## config.mk

```make
export PLATFORM = sky130hd
export DESIGN_NAME = l_stf_seq
export DESIGN_NICKNAME = d
export VERILOG_FILES = /design/src/rtl/l_stf_seq.sv
export SDC_FILE = /design/constraint.sdc
export NUM_CORES = 1
export LEC_CHECK = 0
export ABC_CLOCK_PERIOD_IN_PS = 1630
export CAP_MARGIN = 5
export CORE_MARGIN = 3
export CORE_UTILIZATION = 25
export CTS_CLUSTER_SIZE = 14
export DETAILED_ROUTE_END_ITERATION = 16
export GPL_TIMING_DRIVEN = 0
export PLACE_DENSITY = 0.58
export REMOVE_ABC_BUFFERS = 1
export SETUP_SLACK_MARGIN = 0.5
export SLEW_MARGIN = 20
export SYNTH_ARGS = -nofsm -noshare
export SYNTH_HDL_FRONTEND = slang
export SYNTH_SLANG_ARGS = --single-unit
export TNS_END_PERCENT = 50
```

## constraint.sdc

```tcl
create_clock -name clk -period 1.63 [get_ports clk]
set_input_delay 0.326 -clock clk [delete_from_list [all_inputs] [get_ports clk]]
set_output_delay 0.326 -clock clk [all_outputs]
set_load 0.01 [all_outputs]
```

## src/rtl/l_stf_seq.sv

```systemverilog
// l_stf_seq: streams the 802.11 legacy short training field out of a
// 16-entry combinational-read STF ROM as NUM_REP x 16 samples on a
// valid/ready stream, then pulses done so the L-LTF stage can follow.
//
// Optional build macro STF_WINDOW_EN: halves the first sample of the burst
// and appends one extra half-amplitude copy of ROM entry 0 as the final
// sample (time-domain boundary window). Undefined: plain NUM_REP x 16 burst.
//
// Stream handshake: out_sample/out_last are valid while out_valid is high and
// are held unchanged until the cycle in which out_ready is also high; that
// cycle is the transfer. A new sample is loaded whenever the output register
// is empty or is being transferred (!out_valid | out_ready).
module l_stf_seq #(
    parameter int NUM_REP = 10,
    parameter int CNT_W   = 8
) (
    input  logic        clk,
    input  logic        phy_tx_arestn,
    input  logic        start,
    output logic [3:0]  rom_addr,
    input  logic [31:0] rom_dout,
    output logic [31:0] out_sample,
    output logic        out_valid,
    input  logic        out_ready,
    output logic        out_last,
    output logic        busy,
    output logic        done,
    output logic [1:0]  dbg_state_o
);

    localparam int BASE_LEN = NUM_REP * 16;
`ifdef STF_WINDOW_EN
    localparam int BURST_LEN = BASE_LEN + 1;
`else
    localparam int BURST_LEN = BASE_LEN;
`endif
    localparam logic [CNT_W-1:0] LEN_C      = CNT_W'(BURST_LEN);
    localparam logic [CNT_W-1:0] LAST_IDX_C = CNT_W'(BURST_LEN - 1);

    localparam logic [1:0] S_IDLE = 2'd0;
    localparam logic [1:0] S_RUN  = 2'd1;
    localparam logic [1:0] S_DONE = 2'd2;

    logic [1:0]       state_q, state_d;
    logic [CNT_W-1:0] cnt_q, cnt_d;
    logic [31:0]      sample_q, sample_d;
    logic             valid_q, valid_d;
    logic             last_q, last_d;
    logic             busy_q, busy_d;
    logic [31:0]      shaped;
    logic             load;
    logic             take;

    // The ROM address is the low nibble of the sample index, so it wraps
    // 15 -> 0 at every STF period without extra logic.
    assign rom_addr    = cnt_q[3:0];
    assign out_sample  = sample_q;
    assign out_valid   = valid_q;
    assign out_last    = last_q;
    assign busy        = busy_q;
    assign done        = (state_q == S_DONE);
    assign dbg_state_o = state_q;
    assign load        = !valid_q || out_ready;

    // Sample shaping: the window halves I and Q (arithmetic shift) on the
    // first sample and on the appended extra sample, which reads entry 0.
    always_comb begin
        shaped = rom_dout;
`ifdef STF_WINDOW_EN
        if (cnt_q == '0 || cnt_q == LAST_IDX_C) begin
            shaped = {rom_dout[31], rom_dout[31:17], rom_dout[15], rom_dout[15:1]};
        end
`endif
    end

    // Next-state logic. The first sample is captured on the accepting start
    // edge itself (cnt is 0 in IDLE) so out_valid rises one cycle after start.
    always_comb begin
        state_d  = state_q;
        cnt_d    = cnt_q;
        sample_d = sample_q;
        valid_d  = valid_q;
        last_d   = last_q;
        busy_d   = busy_q;
        take     = 1'b0;
        case (state_q)
            S_IDLE: begin
                if (start) begin
                    state_d = S_RUN;
                    busy_d  = 1'b1;
                    take    = 1'b1;
                end
            end
            S_RUN: begin
                if (load) begin
                    if (cnt_q < LEN_C) begin
                        take = 1'b1;
                    end else begin
                        // Every sample loaded and the final one is leaving now.
                        valid_d = 1'b0;
                        last_d  = 1'b0;
                        state_d = S_DONE;
                    end
                end
            end
            S_DONE: begin
                busy_d  = 1'b0;
                cnt_d   = '0;
                state_d = S_IDLE;
            end
            default: begin
                state_d = S_IDLE;
            end
        endcase
        if (take) begin
            sample_d = shaped;
            valid_d  = 1'b1;
            last_d   = (cnt_q == LAST_IDX_C);
            cnt_d    = cnt_q + CNT_W'(1);
        end
    end

    // State and output registers; reset asserts asynchronously so a mid-burst
    // reset drops the stream at once without a done pulse.
    always_ff @(posedge clk or negedge phy_tx_arestn) begin
        if (!phy_tx_arestn) begin
            state_q  <= S_IDLE;
            cnt_q    <= '0;
            sample_q <= '0;
            valid_q  <= 1'b0;
            last_q   <= 1'b0;
            busy_q   <= 1'b0;
        end else begin
            state_q  <= state_d;
            cnt_q    <= cnt_d;
            sample_q <= sample_d;
            valid_q  <= valid_d;
            last_q   <= last_d;
            busy_q   <= busy_d;
        end
    end

endmodule

```

======== Word-level counts from Yosys, hierarchy flattened ========
Cells that the tools add are included.
word-level totals
  bits in registers ....................... 45
  output and inout bits ................... 42
  word-level logic and storage cells ...... 42
cells by class
  $add $sub $neg .......................... 1
  magnitude comparators ................... 1
  equality and inequality tests ........... 7
  muxes and demuxes ....................... 17
  reductions and logical operators ........ 10
operators by type and width
  operator                                                               number
  8-bit two-way mux                                                      2
  1-bit two-way mux                                                      9
  8-bit by 1-bit adder with 8-bit output, second input constant          1
  8-bit equality test, second input constant                             1
  8-bit less-than comparator, second input constant                      1
  2-bit inequality test, second input constant                           4
  2-bit nonzero test                                                     4
  2-bit two-way mux                                                      3
  3-bit AND reduction                                                    2
  1-bit one-hot mux with 2 select lines                                  2
  2-bit one-hot mux with 2 select lines                                  1
  2-bit by 1-bit equality test with 1-bit output, second input constant  1
  2-bit equality test, second input constant                             1
  2-bit zero test                                                        1
  2-bit AND reduction                                                    1
  1-bit zero test                                                        1
  1-bit logical OR                                                       1

======== Logic depth before layout (Yosys ltp) ========
Gate-level depths: netlist (run 1).
  depth after elaboration ................. 6
  gate-level depth with buffers ........... 6

======== Worst setup path after synthesis (run 1) ========
Ideal clock, no wire load.
  path kind ............................... register -> register
  start ................................... register state_q[1], in the netlist dbg_state_o[1]
  end ..................................... register sample_q[10], in the netlist out_sample[10]
  data arrival time ....................... 1.542 ns
  setup slack ............................. -0.037 ns
  cell stages (with the launch flop) ...... 5
  clock period less this slack ............ 1.667 ns
  cell sequence ........................... dfrtp_1 nand2b_1 o32ai_4 buf_4 mux2_2
on the way
  cells in the longest elaborated chain, start to end .. 2
ends and longest elaborated chain
  item                                                                               RTL line  source
  from (decl)                                                                        44        logic [1:0] state_q, state_d;
  from (signal assigned)                                                             134       state_q <= state_d;
  2-bit by 1-bit equality test with 1-bit output or 2-bit zero test (tied branches)  86        case (state_q)
  1-bit one-hot mux with 2 select lines *                                            86
  to (signal assigned)                                                               136       sample_q <= sample_d;
  to (decl)                                                                          46        logic [31:0] sample_q, sample_d;
Every way passes the cells marked *; elsewhere a longest branch is shown, timed or not.
A chain may end at the register's enable or synchronous reset.

======== Worst setup path after layout (run 1) ========
  start ................................... register state_q[0], in the netlist dbg_state_o[0]
  end ..................................... register sample_q[0], in the netlist out_sample[0]
The elaborated chain is that of the path after synthesis.

==> metrics.csv, run 1 <==
metric,value,unit
ff2ff_path_depth,6,
hpwl,3205,um
pwr-share-clk,11.2,%
finalHoldViolCount,0,
yosysTopAreaCell,dfrtp_1,
holdBufCountCts,0,
synth_area_leaders,"dfrtp_1, mux2_2, mux2i_1",
cts_tree,yes,
yosysWarnings,0,
stdcell_count,341,
syn-instance-count,145,
arrival,1840,ps
drt_iter0_markers,37,
numPortBuffers,77,
multiInputGateArea,844.6,um^2
grt-ovfl-total,0,
regArea,1130,um^2
hp-class,in2async,
yosysTopAreaCellShare,58.21,%
period_minus_slack,1666,ps
power_frac_seq,31.8,%
cp_data_required_time,1810,ps
cts-root-buf,clkbuf_8,
drive_gt1_share,47.52,%
antenna_cells,0,
yosysSeqAreaShare,58.21,%
fin_ws,-35.75,ps
drv_slew,0,
coreArea,7370,um^2
postSynthAreaPerCell,13.34,um^2
fin_tns_setup,-294.0,ps
start_util,26.25,%
path_class,reg2reg,
outcome,finished with violations,
fmax,0.6003,GHz
setup_violations,14,
rsz0062_at_grt,yes,
cp-end-kind,flop,
synth.most_common_cell,dfrtp_1,
crit_fanout,7,
gp_congestion,0.8123,
areaGrowthSynthToFinish,61.90,%
synth_cell_types,28,
viasPerCell,4.434,
fin_util,42.50,%
failed_checks,negative setup slack,
rows,31,
numClockSinks,45,
drv_cap,0,
async_flop_share,100.0,%
nNetsFinal,279,
p_per_area,2002,nW/um^2
grt_max_degree,29,
routed_wl,4795,um
synth_common_cells,"dfrtp_1, mux2_2, nand2_1",
clk_pin_slew,80,ps
n_fill_cell,701,
timing.rr.start,dbg_state_o[0],
postRouteAntennaNets,0,
p_comb_share,57.1,%
die_x,93.96,um
min_period_over_period,102.2,%
placed_cells,315,
routed-wl-met3,393,um
slew_headroom,53.81,%
tightest_slew,692.8,ps
cts_buffers,5,
route.met2.wl,2290,um
r2r_slack,-40,ps
grt_pass1_wl,7645,um
die_y,93.96,um
drc,0,
endpoint,out_sample[0],
dr.max_layer_used,met4,
clockBufferDepth,2,
p_leak,1.463,nW
ios,78,
pre_cts_ws,-741.4,ps
ys.flop_type,dfrtp_1,
synth_edf_count,0,
grtUsageTotal,11.08,%
p_int,4.170,mW
worstReg2RegEnd,out_sample[0],
crit_path_start,dbg_state_o[0],
insertion_delay,290,ps
ys_seq_elements,45,
ir_drop,0.0007244,V
wl_per_cell,14.06,um
die_area,8828,um^2
finalPower,6.270,mW
power.switching,2.100,mW
m1WireLength,2103,um
p_sw_share,33.49,%
start_kind,flop,
htree_num_levels,2,
synth_area,1934,um^2
antenna_found_initial,0,
grt_pass1_vias,1574,
skew,4.298,ps
via_count,1512,
dr.pass1.iters,4,
[how the worst min path moves through the flow]
| stage | slack, ps | end |
|---|---|---|
| after floorplan | 30 | busy |
| after global placement | 490 | out_sample[26] |
| after detailed placement | 420 | dbg_state_o[1] |
| after CTS | 90 | out_valid |
| after global routing | 110 | dbg_state_o[1] |
| final | 80 | out_sample[31] |
[critical path, stage by stage, from the launching register on]
cell and delay [ps]:
dfrtp_2 380, buf_6 130, nand2b_4 60, o32ai_4 310
buf_12 180, clkbuf_16 150, mux2_2 330
[cells by family (layout without fill, tap and decap cells)]
group	Yosys count	in the layout	share of synthesized area, %
flops	45	45	58.21
buf+inv	14	111	4.334
simple gates	30	30	8.150
fa+ha+maj	1	1	0.6467
compound gates	17	17	6.922
mux	38	38	21.73
[power groups by stage]
| stage | sequential [mW] | combinational (mW) | clock [mW] |
|---|---|---|---|
| after global routing | 2.07 | 3.86 | 0.790 |
| after global placement | 2.02 | 2.74 | 0 |
| after floorplan | 2.23 | 1.16 | 0 |
| final | 1.99 | 3.58 | 0.700 |
| after CTS | 1.99 | 3.11 | 0.741 |
| after detailed placement | 2.04 | 2.84 | 0 |
[cell type report]
type	instances	area share [%]
Timing Repair Buffer	99	29.64
Multi-Input combinational cell	86	26.97
Clock buffer	7	2.757
Sequential cell	45	36.08
Tap cell	99	3.955
Inverter	5	0.5993
[timing repair]
| action | CTS | global route |
|---|---|---|
| setup endpoints to repair | 84 | 84 |
| cloned | 1 | 1 |
| gates resized for setup | 196 | 32 |
| buffers inserted | 10 | 7 |
| pin swaps | 4 | 2 |
[state kept, by name, indices dropped and copies added (netlist names)]
register,cells
busy,1
cnt_q,8
dbg_state_o,2
out_last,1
out_sample,32
out_valid,1
[stage by stage]
stage / area [um^2] / hold slack, ps
after floorplan: 1869 / 30.41
after global placement: 2764 / 489.1
after detailed placement: 2816 / 417.6
after CTS: 2950 / 93.59
after global routing: 3132 / 112.2
final: 3132 / 75.23
[layer usage]
metal	vias to the layer above	GRT usage [%]
li1	703	-
met1	755	13.69
met2	52	17.45
met3	2	5.609
met4	0	2.166
met5	-	0
[layout by cell type, fill, tap and decap left out, types with 2 or more instances in the layout]
master,Yosys,routed
nand2_1,9,8
buf_4,8,11
buf_2,1,28
nand2b_1,6,4
buf_6,0,18
dfrtp_2,0,3
o21ai_0,7,4
buf_16,0,2
clkbuf_8,0,6
inv_1,5,5
buf_12,0,3
mux2_2,32,13
mux2i_1,6,6
nand4_1,5,5
dlygate4sd2_1,0,2
clkdlybuf4s50_1,0,32
nor2_1,3,3
nand2b_4,0,2
dfrtp_1,45,42
o21ai_1,0,2
mux2_4,0,19
(Power assumes the default switching activity.)
==> run 2: changes to the inputs <==
--- a/config.mk
+++ b/config.mk
@@ -6,7 +6,6 @@
 export NUM_CORES = 1
 export LEC_CHECK = 0
 export ABC_CLOCK_PERIOD_IN_PS = 1630
-export CAP_MARGIN = 5
 export CORE_MARGIN = 3
 export CORE_UTILIZATION = 25
 export CTS_CLUSTER_SIZE = 14
==> results of run 2 <==
No change in the layout: final DEF, timing and power equal those of run 1.
